File: src/rtl/net_pkg.sv
// Shared NIC network definitions: flit widths, flit record and rate-limiter FSM states.
package net_pkg;

    localparam int unsigned NET_DATA_W   = 64;
    localparam int unsigned NET_KEEP_W   = 8;
    localparam int unsigned NET_RLIMIT_W = 8;

    typedef struct packed {
        logic [NET_DATA_W-1:0] data;
        logic [NET_KEEP_W-1:0] keep;
        logic                  last;
    } net_flit_t;

    typedef enum logic {
        RL_IDLE,
        RL_IN_PKT
    } rl_state_e;

endpackage

File: src/rtl/rl_token_bucket.sv
// Token bucket core: period counter, refill tick and saturating token count.
module rl_token_bucket
    import net_pkg::*;
#(
    parameter int unsigned CFG_W = NET_RLIMIT_W
) (
    input  logic             clock,
    input  logic             reset,
    input  logic [CFG_W-1:0] inc_i,
    input  logic [CFG_W-1:0] period_i,
    input  logic [CFG_W-1:0] size_i,
    input  logic             fire_i,
    output logic             tok_nonzero_o
);

    logic [CFG_W-1:0] pcnt_q, pcnt_d;
    logic [CFG_W:0]   tok_q, tok_d;
    logic [CFG_W+1:0] tok_sum;
    logic             tick;

    always_comb begin
        tick   = (pcnt_q == period_i);
        pcnt_d = tick ? '0 : pcnt_q + CFG_W'(1);
        // Consume and refill are combined first, then saturated; two extra bits avoid overflow.
        tok_sum = {1'b0, tok_q}
                - {{(CFG_W + 1){1'b0}}, fire_i}
                + (tick ? {2'b00, inc_i} : '0);
        tok_d = (tok_sum > {2'b00, size_i}) ? {1'b0, size_i} : tok_sum[CFG_W:0];
    end

    always_ff @(posedge clock) begin
        if (reset) begin
            pcnt_q <= '0;
            tok_q  <= '0;
        end else begin
            pcnt_q <= pcnt_d;
            tok_q  <= tok_d;
        end
    end

    assign tok_nonzero_o = |tok_q;

endmodule

File: src/rtl/net_rate_limiter.sv
// Token-bucket rate limiter on the NIC transmit flit stream; settings change only between packets.
module net_rate_limiter
    import net_pkg::*;
#(
    parameter int unsigned DATA_W = NET_DATA_W,
    parameter int unsigned KEEP_W = NET_KEEP_W,
    parameter int unsigned CFG_W  = NET_RLIMIT_W
) (
    input  logic              clock,
    input  logic              reset,
    input  logic [CFG_W-1:0]  rlimit_inc,
    input  logic [CFG_W-1:0]  rlimit_period,
    input  logic [CFG_W-1:0]  rlimit_size,
    input  logic              in_valid,
    output logic              in_ready,
    input  logic [DATA_W-1:0] in_data,
    input  logic [KEEP_W-1:0] in_keep,
    input  logic              in_last,
    output logic              out_valid,
    input  logic              out_ready,
    output logic [DATA_W-1:0] out_data,
    output logic [KEEP_W-1:0] out_keep,
    output logic              out_last
);

    rl_state_e        state_q, state_d;
    logic [CFG_W-1:0] inc_q, period_q, size_q;
    logic [CFG_W-1:0] inc_act, period_act, size_act;
    logic             tok_nonzero;
    logic             fire;

    always_ff @(posedge clock) begin
        if (reset) begin
            inc_q    <= '0;
            period_q <= '0;
            size_q   <= '0;
        end else if (state_q == RL_IDLE) begin
            inc_q    <= rlimit_inc;
            period_q <= rlimit_period;
            size_q   <= rlimit_size;
        end
    end

    // Idle shadows are transparent so new settings act at once; mid-packet the captured copy rules.
    always_comb begin
        inc_act    = (state_q == RL_IDLE) ? rlimit_inc    : inc_q;
        period_act = (state_q == RL_IDLE) ? rlimit_period : period_q;
        size_act   = (state_q == RL_IDLE) ? rlimit_size   : size_q;
    end

    rl_token_bucket #(
        .CFG_W (CFG_W)
    ) u_bucket (
        .clock         (clock),
        .reset         (reset),
        .inc_i         (inc_act),
        .period_i      (period_act),
        .size_i        (size_act),
        .fire_i        (fire),
        .tok_nonzero_o (tok_nonzero)
    );

    always_comb begin
        out_valid = in_valid & tok_nonzero & ~reset;
        in_ready  = out_ready & tok_nonzero & ~reset;
        fire      = out_valid & out_ready;
        out_data  = in_data;
        out_keep  = in_keep;
        out_last  = in_last;
    end

    always_comb begin
        state_d = state_q;
        unique case (state_q)
            RL_IDLE:   if (fire && !in_last) state_d = RL_IN_PKT;
            RL_IN_PKT: if (fire && in_last)  state_d = RL_IDLE;
            default:   state_d = RL_IDLE;
        endcase
    end

    always_ff @(posedge clock) begin
        if (reset) begin
            state_q <= RL_IDLE;
        end else begin
            state_q <= state_d;
        end
    end

endmodule

File: config.mk
export PLATFORM = sky130hd
export DESIGN_NAME = net_rate_limiter
export DESIGN_NICKNAME = d
export VERILOG_FILES = /design/src/rtl/net_pkg.sv /design/src/rtl/rl_token_bucket.sv /design/src/rtl/net_rate_limiter.sv
export SDC_FILE = /design/constraint.sdc
export NUM_CORES = 1
export LEC_CHECK = 0
export ABC_AREA = 1
export CELL_PAD_IN_SITES_DETAIL_PLACEMENT = 0
export CELL_PAD_IN_SITES_GLOBAL_PLACEMENT = 1
export CORE_ASPECT_RATIO = 0.5
export CORE_UTILIZATION = 28
export DETAILED_ROUTE_END_ITERATION = 12
export PLACE_DENSITY = 0.93
export SKIP_LAST_GASP = 1
export SYNTH_ARGS = -nofsm -noshare
export SYNTH_HDL_FRONTEND = slang
export SYNTH_SLANG_ARGS = --single-unit
File: constraint.sdc
create_clock -name clock -period 14.1 [get_ports clock]
set_input_delay 2.82 -clock clock [delete_from_list [all_inputs] [get_ports clock]]
set_output_delay 2.82 -clock clock [all_outputs]
set_load 0.02 [all_outputs]
# Yosys cells after proc, flatten, opt, wreduce, memory -nomap -nowiden
# Index checks and enable logic that the tools add are counted.
# op_classes
addsub,3
multipliers,0
div,0
n_lt_le_gt_ge,1
n_eq_ne,1
shifts,0
n_mux,8
n_bitwise,7
n_reduce_logical,6
# op_table
op,count
$mux W8,5
$add A10 B8 Y10,1
$gt A10 B8 Y1,1
$sub A9 B1 Y10,1
$reduce_or A9 Y1,1
$add A8 B1 Y8 const B,1
$eq A8 B8 Y1,1
$and A1 B1 Y1,5
$reduce_or A2 Y1,2
$logic_and A1 B1 Y1,2
$mux W1,2
$not A1 Y1,2
$pmux W1 S2,1
$logic_not A1 Y1,1
# totals
regBits,42
latchBits,0
ram_bits,0
mem_bits_ro,0
word_cells,33
memories,0

# Longest topological paths before layout
# depth
ltp_word,8
ltp_mapped,30
ltp_nobuf,30

# Hierarchy
# A second synthesis with hierarchy kept.
# unflattened
cells_unflattened,462
hier_area_um2,3438.3
# modules_own_cells
module,instances,cells_each,area_per_inst_um2,seq_area_each_um2
net_rate_limiter,1,215,1813.0,500.5
rl_token_bucket,1,247,1625.3,340.3

# Worst setup path after synthesis
# OpenSTA, ideal clock, no wires.
# synth_timing
path_kind,input-to-output
start,input port reset
end,output port in_ready
arrival_ps,3706
t_required_ps,11280
path_slack_ps,7574
cell_stages,5
path_cell_list,clkbuf_1 > inv_1 > clkbuf_1 > nand2_1 > nor2_1
# synth_between
elab_chain_cells,2
# synth_lines
element,line,text
start: declaration,net_rate_limiter.sv:10,"input logic reset,"
$not A1 Y1,net_rate_limiter.sv:65,in_ready = out_ready & tok_nonzero & ~reset;
$and A1 B1 Y1,net_rate_limiter.sv:65,
end: declaration,net_rate_limiter.sv:15,"output logic in_ready,"
# No other way between the ends.

# Final worst setup path
# Ends and elaborated chain as after synthesis.

==> impl_metrics.ini <==
[clocking]
h-tree-depth = 2
cts.reportedPaths.clkPinSlew_ns = 0.06
post_cts_buffers = 0
clockBufferDepth = 2
insertion_delay_ns = 0.28
cts_tree = built
ctsResizeCount = 0
cts_sinks = 42
ctsRootBufferMaster = clkbuf_16
cts_buffers = 5
cts_hold_buf = 0

[route]
via_count = 2256
vias_per_cell = 4.11
wl_um = 5870
drt_iter0_markers = 110
drtPass1Iterations = 10
postRouteAntennaNets = 0
wl_per_cell_um = 10.7
drc_errors = 13

[floorplanning]
die_x_um = 153
start_util = 0.289
io_pins = 176
core_um2 = 11000
dieArea_um2 = 11800
rows = 27
die_h_um = 77.4

[sta]
rsz0062_at_grt = false
slew_headroom = 0.378
drv_slew = 0
fin_hold_ws_ns = 0.472
worst_slew_pin_slew_ns = 0.930
finalClockSkew_ns = 0.00590
timing.fmax_ghz = 0.127
fin_crit_sh = 0.559
tns_ns = 0
setup_viol = 0
hold_violations = 0
fin_crit_ns = 7.88

[worst_setup_path]
max_stage_delay_ns = 0.90
cpMaxStageDelayCell = clkdlybuf4s50_1
crit_path_start = reset
worstPathCellList = clkdlybuf4s50_1 > inv_1 > nand2_1 > nor2_1 > clkdlybuf4s50_1
cpMostUsedCell = clkdlybuf4s50_1
cp.arrival_ns = 5.06
path_class = in -> out
cp-end-kind = primary output
required_ns = 11.28
start_kind = primary input
path_max_fanout = 26

[place]
place_hpwl_um = 4760
gp_congestion = 0.822
io_buffer_count = 31
place_area_um2 = 3090

[min_path]
hold_class = reg -> reg
hp-start = u_bucket.pcnt_q[0]$_SDFF_PP0_

[grt]
grtUsageTotal = 0.101
grt_pass1_vias = 2136
grt-ovfl-total = 0
grt_pass1_wl_um = 9690
grt_max_degree = 28
antenna_found_initial = 0

[synthesis]
async_reset_ff_frac = 0
synth-edff-count = 0
syn-cell-area_um2 = 3180
ys_seq_area_frac = 0.264
ys.warnings.count = 0
synth_area_per_cell_um2 = 7.16
syn-num-nets = 572
synth_cells = 444
ys_types = 28
synthFlopType = dfxtp_1
ys_seq_elements = 42

[flow_run]
drv_cap = 0

[run_status]
violations = design-rule violations
status = finished, violations left

[cells_and_area]
drive_gt1_frac = 0.0644
area_growth_pct = 2.36
nNetsFinal = 531
stdcell_area_um2 = 3260
diodes = 0

[power]
power_density_nw_per_um2 = 195
p_total_w = 0.000633
leakagePower_nw = 1.57
vdd_drop_max_mv = 0.0733
[Yosys cell counts, types with 2 or more instances]
cell      number  share of area
buf_4         73           0.17
inv_1         67          0.079
nor2_1        64          0.076
nand2_1       57          0.067
dfxtp_1       42           0.26
ha_1          26           0.10
nand3_1       21          0.033
o21ai_0       11          0.017
or2_1         11          0.022
or2_2         11          0.022
xor2_1        11          0.030
mux2i_1        8          0.025
xnor2_1        7          0.019
a21oi_1        6         0.0094
clkbuf_1       4         0.0047
o21ai_1        4         0.0063
nand4_1        3         0.0059
nor3_1         3         0.0047
o21ai_2        3         0.0083
buf_6          2         0.0071
nand2_2        2         0.0039
nand3b_1       2         0.0047
[path summary, 6_finish.rpt]
check	cells after the start	slack, ns	endpoint
worst max-delay path	5	6.22	in_ready
worst min-delay path	1	0.47	u_bucket.pcnt_q[0]$_SDFF_PP0_
worst max register to register	29	9.14	u_bucket.tok_q[5]$_SDFF_PP0_
worst min register to register	1	0.47	u_bucket.pcnt_q[0]$_SDFF_PP0_
[cell usage in the layout (no fill, tap or decap), types with 2 or more instances in the layout]
master / instances
a21oi_1: 6
clkbuf_16: 5
clkdlybuf4s50_1: 31
dfxtp_1: 42
ha_1: 26
inv_1: 67
mux2i_1: 8
nand2_1: 57
nand2_2: 2
nand3_1: 21
nand3b_1: 2
nand4_1: 3
nor2_1: 64
nor3_1: 3
o21ai_0: 11
o21ai_1: 4
o21ai_2: 3
or2_1: 11
or2_2: 11
xnor2_1: 7
xor2_1: 11
[worst max-delay path, delay by kind of cell]
kind                   cells  cell delay, ns
AND/OR/NAND/NOR            2            0.21
buffers and inverters      3            2.04
[metrics by stage]
step | cells | utilization | setup slack [ns]
after floorplan | 444 | - | 7.57
after detailed placement | 541 | 0.281 | 6.20
after global placement | 541 | 0.281 | 6.21
final | 549 | 0.296 | 6.22
after CTS | 549 | 0.296 | 6.20
after global routing | 549 | 0.296 | 5.99
[flip-flops by register name, indices dropped and copies added, names as in the netlist, named ones only]
register and count:
size_q 8, u_bucket.pcnt_q 8, inc_q 8, period_q 8, u_bucket.tok_q 9
[power breakdown]
part	leakage (nW)	switching, W	internal, W
Combinational	1.14	0.000230	0.000136
Clock	0.0771	0.0000433	0.0000835
Sequential	0.349	0.00000561	0.000135
Total	1.57	0.000279	0.000354
[kinds of logic after synthesis]
group	Yosys count	synth area share
compound gates	25	0.0437
xor+xnor	18	0.0496
fa+ha+maj	27	0.109
buf+inv	148	0.266
flops	42	0.264
mux	8	0.0252
other cells	1	0.00118
simple gates	175	0.242
[metal layers]
metal	share of wire	wire, µm	track usage
met1	0.48	2800	0.123
met2	0.44	2590	0.165
met3	0.067	393	0.0307
met4	0.015	88	0.0434
met5	0	0	0
[layout make-up]
type | count | area, µm²
fillers | 1158 | 7760
flip-flops and latches | 42 | 841
repair buffers | 32 | 318
inverters | 68 | 255
multi-input cells | 254 | 1490
clock inverters | 2 | 37.5
clock buffers | 6 | 129
well taps | 145 | 181
No activity file was read; power rests on OpenSTA's default activity.
